[config.mk]
export PLATFORM = sky130hd
export DESIGN_NAME = pipe_stage_buf
export DESIGN_NICKNAME = d
export VERILOG_FILES = /design/src/rtl/pipe_stage_buf.sv
export SDC_FILE = /design/constraint.sdc
export NUM_CORES = 1
export LEC_CHECK = 0
export BUFFER_PORTS_ARGS = -buffer_cell sky130_fd_sc_hd__buf_2
export CAP_MARGIN = 20
export CORE_MARGIN = 3
export CORE_UTILIZATION = 55
export CTS_CLUSTER_SIZE = 30
export DETAILED_ROUTE_END_ITERATION = 10
export PLACE_DENSITY = 0.81
export SYNTH_ARGS = -nofsm -noshare
export SYNTH_HDL_FRONTEND = slang
export SYNTH_SLANG_ARGS = --single-unit
[constraint.sdc]
create_clock -name CLK -period 2.14 [get_ports CLK]
set_input_delay 0.107 -clock CLK [delete_from_list [all_inputs] [get_ports CLK]]
set_output_delay 0.107 -clock CLK [all_outputs]
set_load 0.03 [all_outputs]
[src/rtl/pipe_stage_buf.sv]
// rtl/pipe_stage_buf.sv - elastic valid/ready pipeline-stage register (1-entry latch or 2-entry skid buffer)
//
// Optional feature macro: PIPE_STAGE_PERF_EN (enables stall/bubble performance counters)
//
// Parameters:
//    DATA_W      payload width in bits
//    DEPTH       storage entries: 1 (plain latch) or 2 (skid buffer)
//    BUBBLE_VAL  payload presented on out_data whenever out_valid=0
//    CNT_W       performance counter width
//
// Ports:
//    CLK         clock, rising edge
//    nRST        asynchronous active-low reset
//    in_valid    upstream has an item
//    in_ready    stage can accept an item this cycle
//    in_data     upstream payload
//    squash_in   accepted item is discarded (bubble inserted in its place)
//    flush       synchronous clear of all entries
//    out_valid   head entry is valid
//    out_ready   downstream consumes the head this cycle
//    out_data    head payload, BUBBLE_VAL when empty
//    occ         number of occupied entries
//    stall_cnt   cycles with out_valid & ~out_ready (saturating)
//    bubble_cnt  cycles with out_ready & ~out_valid plus squashed items (saturating)

module pipe_stage_buf #(
   parameter int                DATA_W     = 128,
   parameter int                DEPTH      = 2,
   parameter logic [DATA_W-1:0] BUBBLE_VAL = '0,
   parameter int                CNT_W      = 16
) (
   input  logic              CLK,
   input  logic              nRST,
   input  logic              in_valid,
   output logic              in_ready,
   input  logic [DATA_W-1:0] in_data,
   input  logic              squash_in,
   input  logic              flush,
   output logic              out_valid,
   input  logic              out_ready,
   output logic [DATA_W-1:0] out_data,
   output logic [1:0]        occ,
   output logic [CNT_W-1:0]  stall_cnt,
   output logic [CNT_W-1:0]  bubble_cnt
);

   generate
      if (DEPTH != 1 && DEPTH != 2) begin : g_bad_depth
         $fatal(1, "pipe_stage_buf: DEPTH must be 1 or 2");
      end
   endgenerate

   // Occupancy state; the encoding doubles as the occ output.
   typedef enum logic [1:0] {
      ST_EMPTY = 2'd0,
      ST_ONE   = 2'd1,
      ST_FULL  = 2'd2
   } occ_state_t;

   occ_state_t        state_q, state_d;
   logic [DATA_W-1:0] head_q, head_d;
   logic [DATA_W-1:0] skid_q, skid_d;

   logic accept;
   logic push;
   logic pop;
   logic squashed;

   assign out_valid = (state_q != ST_EMPTY);
   // Head register is forced to BUBBLE_VAL whenever it empties, so no output mux is needed.
   assign out_data  = head_q;
   assign occ       = state_q;

   // DEPTH=1 may look through to out_ready; DEPTH=2 uses registered state only so
   // in_ready never depends combinationally on out_ready.
   always_comb begin
      in_ready = 1'b1;
      if (DEPTH == 1) begin
         in_ready = ~out_valid | out_ready;
      end else begin
         in_ready = (state_q != ST_FULL);
      end
   end

   assign accept   = in_valid & in_ready;
   assign squashed = accept & squash_in;
   assign push     = accept & ~squash_in & ~flush;
   assign pop      = out_valid & out_ready;

   always_comb begin
      state_d = state_q;
      head_d  = head_q;
      skid_d  = skid_q;
      if (flush) begin
         state_d = ST_EMPTY;
         head_d  = BUBBLE_VAL;
         skid_d  = BUBBLE_VAL;
      end else begin
         case (state_q)
            ST_EMPTY: begin
               if (push) begin
                  head_d  = in_data;
                  state_d = ST_ONE;
               end
            end
            ST_ONE: begin
               if (push && pop) begin
                  head_d = in_data;
               end else if (push && DEPTH == 2) begin
                  skid_d  = in_data;
                  state_d = ST_FULL;
               end else if (pop) begin
                  head_d  = BUBBLE_VAL;
                  state_d = ST_EMPTY;
               end
            end
            ST_FULL: begin
               // in_ready is low here, so only a pop can occur.
               if (pop) begin
                  head_d  = skid_q;
                  skid_d  = BUBBLE_VAL;
                  state_d = ST_ONE;
               end
            end
            default: begin
               state_d = ST_EMPTY;
               head_d  = BUBBLE_VAL;
               skid_d  = BUBBLE_VAL;
            end
         endcase
      end
   end

   always_ff @(posedge CLK or negedge nRST) begin
      if (!nRST) begin
         state_q <= ST_EMPTY;
         head_q  <= BUBBLE_VAL;
         skid_q  <= BUBBLE_VAL;
      end else begin
         state_q <= state_d;
         head_q  <= head_d;
         skid_q  <= skid_d;
      end
   end

`ifdef PIPE_STAGE_PERF_EN
   localparam logic [CNT_W-1:0] CNT_MAX = '1;

   logic [CNT_W-1:0] stall_q, bubble_q;
   logic             stall_inc;
   logic [1:0]       bubble_inc;
   logic [CNT_W:0]   stall_sum, bubble_sum;

   assign stall_inc  = out_valid & ~out_ready;
   // An idle downstream cycle and a squashed item in the same cycle count twice.
   assign bubble_inc = {1'b0, out_ready & ~out_valid} + {1'b0, squashed};

   assign stall_sum  = {1'b0, stall_q} + {{CNT_W{1'b0}}, stall_inc};
   assign bubble_sum = {1'b0, bubble_q} + {{(CNT_W-1){1'b0}}, bubble_inc};

   // Counters survive flush; only reset clears them.
   always_ff @(posedge CLK or negedge nRST) begin
      if (!nRST) begin
         stall_q  <= '0;
         bubble_q <= '0;
      end else begin
         stall_q  <= (stall_sum > {1'b0, CNT_MAX}) ? CNT_MAX : stall_sum[CNT_W-1:0];
         bubble_q <= (bubble_sum > {1'b0, CNT_MAX}) ? CNT_MAX : bubble_sum[CNT_W-1:0];
      end
   end

   assign stall_cnt  = stall_q;
   assign bubble_cnt = bubble_q;
`else
   assign stall_cnt  = '0;
   assign bubble_cnt = '0;
`endif

endmodule

== Word-level counts from Yosys, hierarchy flattened ==
Cells that the tools add are included.

* Input bits: 134
* Word-level logic and storage cells: 43
* Output and inout port bits: 164
* Flip-flop bits (word level): 258

* Mux-type cells: 17
* Bitwise operators: 6
* Equality and inequality tests: 11
* Reduce and logical (&&, ||, !) cells: 6

{| class="wikitable"
|+ Operators by type and width
! cell !! count
|-
| 128-bit two-way mux || 8
|-
| 128-bit one-hot mux with 3 select lines || 2
|-
| 2-bit two-way mux || 6
|-
| 3-bit != test (second input constant) || 4
|-
| 4-bit != test (second input constant) || 3
|-
| 4-bit AND reduction || 3
|-
| 2-bit one-hot mux with 3 select lines || 1
|-
| 1-bit AND || 4
|-
| 2-bit != test (second input constant) || 2
|-
| 2-bit by 1-bit == test with 1-bit output (second input constant) || 1
|-
| 2-bit == test (second input constant) || 1
|-
| 2-bit zero test || 1
|-
| 1-bit NOT || 2
|-
| 2-bit nonzero test || 1
|-
| 1-bit logical AND || 1
|}

== Logic depth before layout (Yosys ltp) ==
* Depth in word-level cells: 8
* Depth in mapped cells: 8
* Gate-level depth less buffers: 4

== Worst setup path after synthesis ==
Ideal clock, no wire load.

* Path type: register -> register
* From: register state_q[0] (netlist: occ[0])
* To: register head_q[43] (netlist: out_data[43])
* Data arrival time: 1.888 ns
* Required time: 2.074 ns
* Cell stages (with the launch flop): 8
* Setup time: 0.066 ns
* Slack: 0.186 ns
* Period minus slack after synthesis: 1.954 ns
* Buffers on the path: 3
* Cells stage by stage: dfrtp_1 buf_2 or2_1 or2_0 a21oi_2 buf_4 buf_6 a22o_1

* Elaborated cells between the ends (all ways): 18
* Those cells by class: eq/ne: 7; mux: 3; bitwise: 4; reduce/logical: 4

{| class="wikitable"
|+ RTL lines
! element !! line !! RTL
|-
| from (decl) || 60 || <nowiki>occ_state_t state_q, state_d;</nowiki>
|-
| from (signal assigned) || 140 || <nowiki>state_q <= state_d;</nowiki>
|-
| 2-bit nonzero test (*) || 69 || <nowiki>assign out_valid = (state_q != ST_EMPTY);</nowiki>
|-
| via out_valid || 39 || <nowiki>output logic out_valid,</nowiki>
|-
| 1-bit AND (*) || 88 || <nowiki>assign pop = out_valid & out_ready;</nowiki>
|-
| 1-bit logical AND || 107 || <nowiki>if (push && pop) begin</nowiki>
|-
| 128-bit two-way mux || 107 ||
|-
| 128-bit one-hot mux with 3 select lines || 99 || <nowiki>case (state_q)</nowiki>
|-
| 128-bit two-way mux || 94 || <nowiki>if (flush) begin</nowiki>
|-
| to (signal assigned) || 137 || <nowiki>head_q <= BUBBLE_VAL;</nowiki>
|-
| to (signal assigned) || 141 || <nowiki>head_q <= head_d;</nowiki>
|-
| to (decl) || 61 || <nowiki>logic [DATA_W-1:0] head_q, head_d;</nowiki>
|}

Mark *: on every way through the listed nets, which the timed path passes. The rest lies on a longest branch.
A chain may end at the register's enable or synchronous reset.

== Worst setup path after layout ==
* From: register state_q[0] (netlist: occ[0])
* To: output occ[0]

{| class="wikitable"
|+ RTL lines
! element !! line !! RTL
|-
| to (decl) || 42 || <nowiki>output logic [1:0] occ,</nowiki>
|}

No word-level cell between the ends.

==> impl_metrics.yaml <==
grt:
  grt_overflow_total: 0
  grt_util_all_layers_pct: 28.1
  grt_max_degree: 141
  grt_pass1_vias: 11200
  grt_antenna_before_repair: 6
  grt_pass1_wl_um: 60400
sta:
  unrepaired_setup_endpoints_after_global_routing: "false"
  timing.final.crit_period_ps: 2020
  finalSetupViolations: 0
  timing.clock.skew_ps: 16.7
  timing_max_transition_violations_final: 0
  max_slew_margin_pct: 51.0
  clock.fmax_mhz: 494
  timing.setup.tns_ps: 0
  period_share_pct: 94.6
  timing_hold_violations_final: 0
  worstMarginPinSlew_ps: 736
power:
  power-per-cell-area_nw_per_um2: 719
  power_switching_uw: 3290
  p_leak_uw: 0.00745
  power.share.clock_pct: 42.0
  power_uw: 12100
  seqPwrFrac_pct: 42.6
  power_report.internal_total_uw: 8820
  combinationalPowerShare_pct: 15.5
  netSwitchingFraction_pct: 27.2
  maximum_vdd_drop_uv: 635
logic_synthesis:
  yosys_warnings: 0
  synth_simple_gate_area_share_pct: 11.6
  post_synthesis_adder_cell_area_fraction_pct: 0
  syn_avg_cell_area_um2: 10.9
  ys_ff_latch: 258
  synth-seq-area-share_pct: 49.2
  netlist_instances: 1208
  ys_types: 28
  main_combinational_cell_family_by_area_after_synthesis: "compound AO/OA/AOI/OAI gates"
  postSynth.topFlopCell: "sky130_fd_sc_hd__dfrtp_1"
  synth-edff-count: 0
  synth.mux.area_fraction_pct: 9.77
  synth-compound-area-share_pct: 22.3
  syn-cell-area_um2: 13100
  post_synth_xor_area_fraction_pct: 0.0668
  fraction_of_synthesis_flops_using_an_asynchronous_set_or_reset_pin_pct: 100
clocking:
  clock_tree.root_cell: "sky130_fd_sc_hd__clkbuf_16"
  cts.reportedPaths.clkPinSlew_ps: 60
  clock_sink_count: 258
  clock_tree.buffer_depth: 3
  h-tree-depth: 1
  clk_latency_ps: 550
  cts_tree: "yes"
  cts-buffers-inserted: 29
routing:
  via_per_inst: 5.97
  drt-wirelength-per-cell_um: 20.1
  detail_route.iter0.violations: 952
  drt_wl_total_um: 37700
  first_pass_iteration_count_of_the_detailed_router: 5
  final_antenna_net_count: 0
  vias: 11200
  remaining_drc_errors: 0
floorplan:
  std_cell_rows: 55
  fp.dieArea_um2: 25700
  design.core.area_um2: 23100
  die_x_um: 160
  chipHeight_um: 160
  boundaryPins: 298
  start_util_pct: 56.9
setup_path:
  worstPathRequired_ps: 2030
  critical_path_arrival_ps: 1920
  path_class: "reg2out"
  critical_path.reg2reg.startpoint: "occ[1]$_DFFE_PN0P_"
  worst_r2r_path_depth: 5
  startpoint: "occ[0]$_DFFE_PN0P_"
  startpoint_type: "register"
  timing.critical_path.to_type: "output port"
  cp_max_fo: 40
layout:
  stdcell_area_um2: 16900
  flow.area_growth_from_synthesis_pct: 28.5
  finish.net_count: 1673
  most_common_cell_after_layout_fill_and_taps_aside: "sky130_fd_sc_hd__buf_2"
  drive_gt1_share_pct: 22.6
  mostFrequentLayoutCells: "263 x sky130_fd_sc_hd__buf_2, 256 x sky130_fd_sc_hd__dfrtp_1, 131 x sky130_fd_sc_hd__dlygate4sd3_1, 129 x sky130_fd_sc_hd__nand2b_1, 129 x sky130_fd_sc_hd__o21ai_0"
run_status:
  status: "finished clean"
hold_path:
  hold_path_class: "in2reg"
  holdCritStartpoint: "squash_in"
  timing.hold.worst_path_depth: 5
placement:
  gpl.final_weighted_congestion: 0.777
  detailed_place_hpwl_um: 20900
  dp_area_um2: 14500
  port_buffers: 265
job:
  cap_violations: 0
[worst paths after layout]
check | end | slack (ps)
max in group asynchronous | skid_q[31]$_DFFE_PN0P_ | 1200
worst min-delay path | occ[0]$_DFFE_PN0P_ | 110
worst min register to register | out_data[109]$_DFFE_PN0P_ | 500
worst max-delay path | occ[0] | 120
worst max register to register | out_data[15]$_DFFE_PN0P_ | 200
min in group asynchronous | skid_q[7]$_DFFE_PN0P_ | 170
[power groups by stage]
stage / Combinational [µW] / Clock (µW) / Sequential [µW]
after floorplan: 767 / 0 / 5500
after global placement: 1640 / 0 / 5230
after detailed placement: 1660 / 0 / 5230
after CTS: 1860 / 5160 / 5150
after global routing: 2000 / 5360 / 5170
final: 1870 / 5090 / 5160
[critical path, stage by stage, from the launching register on]
cell	delay [ps]
sky130_fd_sc_hd__dfrtp_4	440
sky130_fd_sc_hd__buf_6	320
sky130_fd_sc_hd__buf_8	320
sky130_fd_sc_hd__buf_2	270
[area by class of cell]
cell class	instances	area, µm²
Timing Repair Buffer	429	3110
Clock buffer	41	841
Fill cell	1576	6190
Inverter	1	3.75
Antenna cell	5	12.5
Tap cell	313	392
Multi-Input combinational cell	820	5900
Clock inverter	11	136
Sequential cell	258	6460
[flip-flops by register name, indices dropped and copies added, names as in the netlist]
name	cells
skid_q	128
out_data	128
occ	2
[metrics by stage]
| step | worst slack, ps | utilization [%] | cells | hold slack (ps) |
|---|---|---|---|---|
| after global placement | 279 | 63.1 | 1690 | 163 |
| after detailed placement | 240 | 63.1 | 1690 | 161 |
| after floorplan | 186 | - | 1239 | -189 |
| after CTS | 58.5 | 73.1 | 1873 | 99.0 |
| final | 115 | 73.1 | 1878 | 114 |
| after global routing | 54.4 | 73.1 | 1877 | 164 |
[kinds of logic after synthesis]
family	count (synthesis)
AOI/OAI and AO/OA	391
and+or+nand+nor	268
DFF	258
buffers and inverters	161
muxes	128
xor gates and xnor gates	1
other	1
[cell usage after synthesis (4+ instances only)]
master                      number  area share [%]
sky130_fd_sc_hd__nand2b_1      129             6.2
sky130_fd_sc_hd__mux2i_1       128             9.8
sky130_fd_sc_hd__o21ai_0       129             4.9
sky130_fd_sc_hd__o2bb2ai_1     128             8.5
sky130_fd_sc_hd__dfrtp_1       258              49
sky130_fd_sc_hd__clkbuf_1       55             1.6
sky130_fd_sc_hd__nor2b_1         4            0.19
sky130_fd_sc_hd__a22o_1        128             8.5
sky130_fd_sc_hd__buf_4          41             2.3
sky130_fd_sc_hd__buf_2          49             1.9
sky130_fd_sc_hd__nand3_1       128             4.9
sky130_fd_sc_hd__buf_6          13             1.1
[what timing repair did]
item                                    4_1_cts  5_1_grt
pin swaps                                     0        0
hold buffers                                131        0
resized for setup                             2        1
gates cloned                                  0        0
endpoints found under the setup margin        1        1
endpoints found under the hold margin       332        0
setup buffers                                 0        0
[routing by layer]
layer | vias up | part of all wire [%] | wire length, µm | GRT usage, %
li1 | 5084 | - | - | -
met1 | 5536 | 43 | 16100 | 39.6
met2 | 498 | 48 | 17900 | 44.8
met3 | 84 | 6.9 | 2620 | 5.44
met4 | 4 | 2.7 | 1020 | 7.69
met5 | - | 0.072 | 27 | 0
(Power assumes the default switching activity.)
